$ cat config.mk
export PLATFORM = sky130hd
export DESIGN_NAME = icache_refill
export DESIGN_NICKNAME = d
export VERILOG_FILES = /design/src/rtl/icache_pkg.sv /design/src/rtl/icache_refill_timer.sv /design/src/rtl/icache_refill.sv
export SDC_FILE = /design/constraint.sdc
export NUM_CORES = 1
export LEC_CHECK = 0
export BUFFER_PORTS_ARGS = -buffer_cell sky130_fd_sc_hd__clkbuf_2
export CORE_UTILIZATION = 53
export CTS_CLUSTER_DIAMETER = 200
export DETAILED_ROUTE_END_ITERATION = 16
export GPL_ROUTABILITY_DRIVEN = 1
export PLACE_DENSITY = 0.9
export SLEW_MARGIN = 5
export SYNTH_ARGS = -nofsm -noshare
export SYNTH_HDL_FRONTEND = slang
export SYNTH_HIERARCHICAL = 1
export SYNTH_SLANG_ARGS = --single-unit
$ cat constraint.sdc
create_clock -name inp_clk -period 2.3 [get_ports inp_clk]
set_clock_uncertainty 0.2 [all_clocks]
set_input_delay 0 -clock inp_clk [delete_from_list [all_inputs] [get_ports inp_clk]]
set_output_delay 0 -clock inp_clk [all_outputs]
set_load 0.02 [all_outputs]
$ cat src/rtl/icache_pkg.sv
// rtl/icache_pkg.sv - shared widths and FSM state type for the icache refill engine
//
// Purpose: single home for the line geometry (16-bit words, 4 words per line)
// and the refill FSM state encoding used by icache_refill.
// Ports: none (package).
package icache_pkg;

  localparam int WORD_W     = 16;
  localparam int LINE_WORDS = 4;
  localparam int LINE_W     = WORD_W * LINE_WORDS;
  localparam int TAG_W      = 10;
  localparam int INDEX_W    = 3;
  localparam int ADDR_W     = WORD_W;
  localparam int OFFSET_W   = ADDR_W - TAG_W - INDEX_W;

  // Clears the byte/word offset bits, leaving {tag, index, 000}.
  localparam logic [ADDR_W-1:0] LINE_MASK = ~ADDR_W'((1 << OFFSET_W) - 1);

  typedef enum logic [1:0] {
    IDLE    = 2'd0,
    FETCH   = 2'd1,
    DELIVER = 2'd2
  } state_t;

endpackage

$ cat src/rtl/icache_refill_timer.sv
// rtl/icache_refill_timer.sv - clearable per-word wait counter with expiry flag
//
// Purpose: counts cycles spent waiting for memory on the current word.
// Ports:
//   clk     - clock
//   rst     - synchronous active-high reset
//   clear   - forces the count back to zero (idle, or word accepted)
//   enable  - count one cycle while waiting
//   expired - high once the count has reached TIMEOUT
module icache_refill_timer #(
  parameter int TIMEOUT = 255
) (
  input  logic clk,
  input  logic rst,
  input  logic clear,
  input  logic enable,
  output logic expired
);

  localparam int CNT_W = (TIMEOUT < 1) ? 1 : $clog2(TIMEOUT + 1);

  logic [CNT_W-1:0] count;

  assign expired = (count == CNT_W'(TIMEOUT));

  // Stops at TIMEOUT so the flag can never be lost to a wrap.
  always_ff @(posedge clk) begin
    if (rst || clear) begin
      count <= '0;
    end else if (enable && !expired) begin
      count <= count + CNT_W'(1);
    end
  end

endmodule

$ cat src/rtl/icache_refill.sv
// rtl/icache_refill.sv - instruction cache line refill engine
//
// Purpose: on a fetch miss, reads the four 16-bit words of the missing line
// from instruction memory, assembles them and presents one line write strobe.
// A per-word timeout aborts the refill with an error pulse.
// Optional feature macro: ICACHE_REFILL_PERF_EN adds a saturating miss counter.
// Ports:
//   inp_clk, inp_rst                 - clock, synchronous active-high reset
//   inp_fetchReq, inp_address, inp_hit - fetch stage lookup (sampled in IDLE only)
//   out_memRead, out_memAddress      - word read request, held until accepted
//   inp_memReady, inp_memData        - accept + returned word, same cycle
//   out_lineValid, out_lineAddress, out_lineData - line write (one-cycle strobe)
//   out_stall                        - freezes fetch while refilling
//   out_error                        - one-cycle pulse on memory timeout
//   out_missCount                    - (ICACHE_REFILL_PERF_EN only) miss count
module icache_refill
  import icache_pkg::*;
#(
  parameter int TIMEOUT = 255
) (
  input  logic              inp_clk,
  input  logic              inp_rst,
  input  logic              inp_fetchReq,
  input  logic [ADDR_W-1:0] inp_address,
  input  logic              inp_hit,
  output logic              out_memRead,
  output logic [ADDR_W-1:0] out_memAddress,
  input  logic              inp_memReady,
  input  logic [WORD_W-1:0] inp_memData,
  output logic              out_lineValid,
  output logic [ADDR_W-1:0] out_lineAddress,
  output logic [LINE_W-1:0] out_lineData,
  output logic              out_stall,
  output logic              out_error
`ifdef ICACHE_REFILL_PERF_EN
  ,
  output logic [15:0]       out_missCount
`endif
);

  state_t state;
  state_t state_next;

  logic [ADDR_W-1:0]          base_addr;
  logic [1:0]                 word_cnt;
  logic [LINE_W-WORD_W-1:0]   line_buf;   // words 0..2; word 3 goes straight out
  logic [LINE_W-1:0]          line_data_q;
  logic [ADDR_W-1:0]          line_addr_q;
  logic                       error_q;
  logic                       timer_expired;

  logic miss;
  logic accept;
  logic last_word;
  logic timeout;

  assign miss      = (state == IDLE) && inp_fetchReq && !inp_hit;
  assign accept    = (state == FETCH) && inp_memReady;
  assign last_word = accept && (word_cnt == 2'd3);
  assign timeout   = (state == FETCH) && !inp_memReady && timer_expired;

  icache_refill_timer #(
    .TIMEOUT(TIMEOUT)
  ) u_timer (
    .clk    (inp_clk),
    .rst    (inp_rst),
    .clear  ((state != FETCH) || inp_memReady),
    .enable (state == FETCH),
    .expired(timer_expired)
  );

  // State register
  always_ff @(posedge inp_clk) begin
    if (inp_rst) begin
      state <= IDLE;
    end else begin
      state <= state_next;
    end
  end

  // Next-state logic
  always_comb begin
    state_next = state;
    unique case (state)
      IDLE: begin
        if (miss) begin
          state_next = FETCH;
        end
      end
      FETCH: begin
        // A word accepted in the same cycle the timer expires still counts.
        if (last_word) begin
          state_next = DELIVER;
        end else if (timeout) begin
          state_next = IDLE;
        end
      end
      DELIVER: state_next = IDLE;
      default: state_next = IDLE;
    endcase
  end

  // Output logic
  always_comb begin
    out_memRead     = 1'b0;
    out_memAddress  = '0;
    out_lineValid   = 1'b0;
    out_stall       = 1'b0;
    unique case (state)
      IDLE: begin
      end
      FETCH: begin
        out_memRead    = 1'b1;
        out_memAddress = base_addr + {{(ADDR_W-3){1'b0}}, word_cnt, 1'b0};
        out_stall      = 1'b1;
      end
      DELIVER: begin
        out_lineValid = 1'b1;
        out_stall     = 1'b1;
      end
      default: begin
      end
    endcase
    out_lineAddress = line_addr_q;
    out_lineData    = line_data_q;
    out_error       = error_q;
  end

  // Refill datapath. The delivered line registers only change on the final
  // word, so an aborted refill never disturbs the previously delivered line.
  always_ff @(posedge inp_clk) begin
    if (inp_rst) begin
      base_addr   <= '0;
      word_cnt    <= '0;
      line_buf    <= '0;
      line_data_q <= '0;
      line_addr_q <= '0;
      error_q     <= 1'b0;
    end else begin
      error_q <= timeout;
      if (miss) begin
        base_addr <= inp_address & LINE_MASK;
        word_cnt  <= '0;
      end
      if (accept) begin
        word_cnt <= word_cnt + 2'd1;
        unique case (word_cnt)
          2'd0: line_buf[WORD_W-1:0]          <= inp_memData;
          2'd1: line_buf[2*WORD_W-1:WORD_W]   <= inp_memData;
          2'd2: line_buf[3*WORD_W-1:2*WORD_W] <= inp_memData;
          2'd3: begin
            line_data_q <= {inp_memData, line_buf};
            line_addr_q <= base_addr;
          end
          default: begin
          end
        endcase
      end
    end
  end

`ifdef ICACHE_REFILL_PERF_EN
  logic [15:0] miss_count;

  always_ff @(posedge inp_clk) begin
    if (inp_rst) begin
      miss_count <= '0;
    end else if (miss && (miss_count != 16'hFFFF)) begin
      miss_count <= miss_count + 16'd1;
    end
  end

  assign out_missCount = miss_count;
`endif

endmodule
======== Word level (Yosys, flattened, before mapping) ========
Index checks and enable logic that the tools add are counted.
word-level totals
  logic and storage cells ................. 53
  register bits ........................... 151
cells by class
  multiplexer cells ....................... 10
  reduce and logical (&&, ||, !) cells .... 21
  add/subtract/negate cells ............... 3
  equality and inequality tests ........... 9
operators with widths
  kind                 number
  $add 16x3->16        1
  $mux 16              1
  $mux 2               5
  $reduce_and 2->1     5
  $add 8x1->8 const B  1
  $eq 8x8->1 const B   1
  $logic_and 1x1->1    7
  $eq 2x2->1 const B   3
  $eq 2x1->1 const B   2
  $logic_not 2->1      2
  $pmux 2 s2           1
  $logic_not 1->1      3
  $mux 1               3
  $ne 3x3->1 const B   1
  $add 2x1->2 const B  1
  $logic_or 1x1->1     2
  $ne 2x1->1 const B   1
  $ne 2x2->1 const B   1
  $reduce_bool 2->1    1
  $reduce_or 2->1      1

======== Depth between registers and ports, before layout ========
  word-level depth ........................ 6
  depth in mapped cells ................... 9
  gate-level depth less buffers ........... 6

======== Hierarchy ========
The synthesis kept the hierarchy.
by module, submodules not included
  module               times used  sequential area each (um^2)  area an instance (um^2)  cells an instance
  icache_refill        1           2862.7                       5250.0                   665
  icache_refill_timer  1           160.2                        425.4                    49

======== Least setup slack after synthesis ========
OpenSTA, ideal clock, no wires.
  kind .................................... register to register
  from .................................... register state[1]
  to ...................................... register u_timer.count[4]
  setup slack ............................. 203 ps
  library setup time ...................... 74 ps
  clock period less this slack ............ 2097 ps
  cell stages (with the launch flop) ...... 9
  buffers on the path ..................... 2
  required time ........................... 2026 ps
  arrival time ............................ 1823 ps
  cell sequence ........................... dfxtp_1 > inv_1 > ha_1 > buf_6 > clkbuf_1 > nand2b_1 > nor2_1 > o21ai_0 > a31oi_1
on the way
  longest elaborated chain between the ends .. 3
ends and longest elaborated chain
  what                    line                       source
  start, declared         icache_refill.sv:41        state_t state;
  start signal, assigned  icache_refill.sv:77        state <= state_next;
  $ne 2x1->1              icache_refill.sv:67        .clear ((state != FETCH) || inp_memReady),
  $logic_or 1x1->1        icache_refill.sv:67
  $logic_or 1x1->1        icache_refill_timer.sv:28  if (rst || clear) begin
  end signal, assigned    icache_refill_timer.sv:31  count <= count + CNT_W'(1);
  end, declared           icache_refill_timer.sv:22  logic [CNT_W-1:0] count;
Several ways; a longest one is shown, not always the timed one.
A chain may end at the register's enable or synchronous reset.

======== Worst setup path in the final report ========
  from .................................... register state[1]
  to ...................................... register base_addr[15]
on the way
  longest elaborated chain between the ends .. 3
ends and longest elaborated chain
  what                             line                  source
  $logic_not 2->1                  icache_refill.sv:57   assign miss = (state == IDLE) && inp_fetchReq && !inp_hit;
  $logic_and 1x1->1 (2 in series)  icache_refill.sv:57
  end signal, assigned             icache_refill.sv:142  base_addr <= inp_address & LINE_MASK;
  end, declared                    icache_refill.sv:44   logic [ADDR_W-1:0] base_addr;
Every way passes these cells.

==> results.cfg <==
[synthesis]
synth_cells = 714
ys_ff_latch = 151
async_flop_share_pct = 0
ys_seq_area_share_pct = 53.3
netlist_area_um2 = 5680
yosysUniqueCellTypes = 40
synth-edff-count = 0
ys.flop_type = dfxtp_1
avgSynthCellArea_um2 = 7.95
ys_warn_count = 6

[global_route]
grt_overflow_total = 0
grt_max_degree = 58
grt_usage_pct = 28.1
grt_pass1_wl_um = 24900
grt_pass1_vias = 5217
antenna_found_initial = 0

[setup_path]
path_delay_family = buffers and inverters
timing_worst_setup_path_type = register to register
startpoint_type = register
cp_data_required_time_ns = 2.53
cp.arrival_ns = 2.37
crit_path_max_fanout = 13
crit_buf_inv = 2
cp_cell_sequence = inv_1 > ha_1 > and3b_2 > nand2_1 > dlygate4sd3_1 > a21oi_1
cp-end-kind = register
critical-path-max-stage-delay_ns = 0.59
critical-path-slowest-cell = dlygate4sd3_1

[routing]
drcViolationCount = 0
drt-total-wl_um = 15100
drt_iter0_drc = 377
viasPerCell = 5.35
vias = 5478
dr.pass1.iters = 5
ant_nets = 0
wl_per_cell_um = 14.7

[power]
vdd_drop_max_mv = 0.516
switching_power_mw = 1.25
powerDensity_nw_per_um2 = 755
switching_share_pct = 22.3
internal_power_mw = 4.33
p_seq_share_pct = 47.6
clock_power_share_pct = 47.5
p_leak_nw = 2.82
combPwrFrac_pct = 4.9

[clocking]
clk_latency_ns = 0.50
clockRootBuffer = clkbuf_8
cts_tree = yes
path_clk_slew_ns = 0.06
clock_sinks = 151
ctsLongestPathBuffers = 2
h-tree-depth = 4
cts_inserted_buffers = 17
cts_setup_buffers = 0

[placement]
dp_hpwl_um = 8580
place_congestion = 0.828
dp_cells = 945
port_buffers = 129

[timing]
worstMarginPinSlew_ns = 0.651
rsz0062_at_grt = yes
maxSlewHeadroom_pct = 56.5
setup_viol = 0
hold_viol = 0
post-route-min-period_ns = 2.15
fmax_mhz = 466
min_period_over_period_pct = 93.3
drv_slew = 0

[flow_run]
drv_cap = 0

[floorplan]
fp.dieW_um = 105
die_y_um = 105
core_um2 = 10400
initial_core_util_pct = 54.7
num_rows = 37
design.die.area_um2 = 11100
num_io_pins = 137

[min_path]
hp-class = input pin to register

[finish]
drive_gt1_share_pct = 20.3
num_antenna_cells = 0
finalCoreUtilization_pct = 71.3
fin_nets = 919
n_fill_cell = 746
layout.cells.non_filler = 1023
seqCellArea_um2 = 3020
area_delta_synth_final_pct = 30.2
multi_input_area_um2 = 2350

[status]
status = finished, final reports clean
metal layers:
metal | track usage (%) | vias up | part of all wire (%)
li1 | - | 2644 | -
met1 | 36.5 | 2548 | 42
met2 | 45.3 | 251 | 48
met3 | 7.05 | 35 | 7.9
met4 | 10.3 | 0 | 2.6
met5 | 0 | - | 0
cells in the final DEF, fill, tap and decap left out, types with 8 or more instances in the layout:
cell type | synthesis | layout
a21oi_1 | 141 | 141
and2_1 | 15 | 15
buf_4 | 5 | 15
clkbuf_16 | 0 | 16
clkbuf_2 | 2 | 128
dfxtp_1 | 151 | 151
dlygate4sd3_1 | 0 | 46
inv_1 | 8 | 8
nand2_1 | 286 | 286
nand3_1 | 8 | 8
flip-flops by register name (all words and copies together), names as in the netlist:
register	flops
base_addr	13
line_buf	48
out_error	1
out_lineData	64
out_lineAddress	13
state	2
u_timer/count	8
word_cnt	2
repair_timing:
item,in CTS,in global routing
hold buffers,46,0
resized for setup,0,2
endpoints found under the setup margin,0,26
endpoints found under the hold margin,108,0
final timing paths:
kind	slack, ns	startpoint	cells past startpoint	endpoint
min	0.14	inp_memData[12]	4	line_buf[44]
min reg2reg	0.25	line_buf[45]	2	out_lineData[45]
max	0.15	state[1]	6	base_addr[15]
max reg2reg	0.15	state[1]	6	base_addr[15]
cell families after synthesis:
logic type      after synthesis  share of synthesized area (%)
compound gates              159                           14.9
fa+ha+maj                     8                           1.76
buf+inv                      61                           5.60
flops                       151                           53.3
mux                           3                          0.529
other cells                   1                         0.0661
simple gates                331                           23.9
area by class of cell:
type                    count  share of cell area (%)
flip-flops and latches    151                    40.9
multi-input cells         505                    31.8
repair buffers            191                    17.0
clock buffers              22                    5.99
well taps                 136                    2.30
clock inverters            10                    1.64
inverters                   8                   0.406
synth_stat cells (all sizes together), types with 4 or more instances:
library cell | number | area share, %
clkbuf | 28 | 1.9
ha | 8 | 1.8
a2111oi | 4 | 0.64
buf | 25 | 3.2
a21oi | 141 | 12
and2 | 16 | 1.8
a31oi | 4 | 0.44
dfxtp | 151 | 53
nand3 | 9 | 0.88
nand2 | 287 | 19
inv | 8 | 0.53
and3 | 5 | 0.55
power by group through the flow:
stage               combinational [mW]  sequential [mW]  clock, mW
detailed placement               0.206             2.71          0
global placement                 0.205             2.71          0
floorplan                        0.132             2.71          0
CTS                              0.266             2.65       2.68
global route                     0.295             2.66       2.81
finish                           0.276             2.65       2.65
stage by stage:
stage / hold slack, ns / TNS, ns / instance area (µm²) / total power, mW / worst slack [ns]
after floorplan: -0.123 / 0 / 5690 / 2.84 / 0.203
after global placement: 0.0235 / 0 / 6360 / 2.91 / 0.370
after detailed placement: 0.0271 / 0 / 6360 / 2.92 / 0.299
after CTS: 0.0920 / 0 / 7390 / 5.60 / 0.0506
after global routing: 0.132 / -0.00334 / 7390 / 5.76 / -0.00334
final: 0.135 / 0 / 7390 / 5.58 / 0.153
worst min-delay path: stages:
cell	delay [ns]
dlygate4sd3_1	0.53
clkbuf_2	0.14
nand2_1	0.07
a21oi_1	0.05
(Power assumes the default switching activity.)
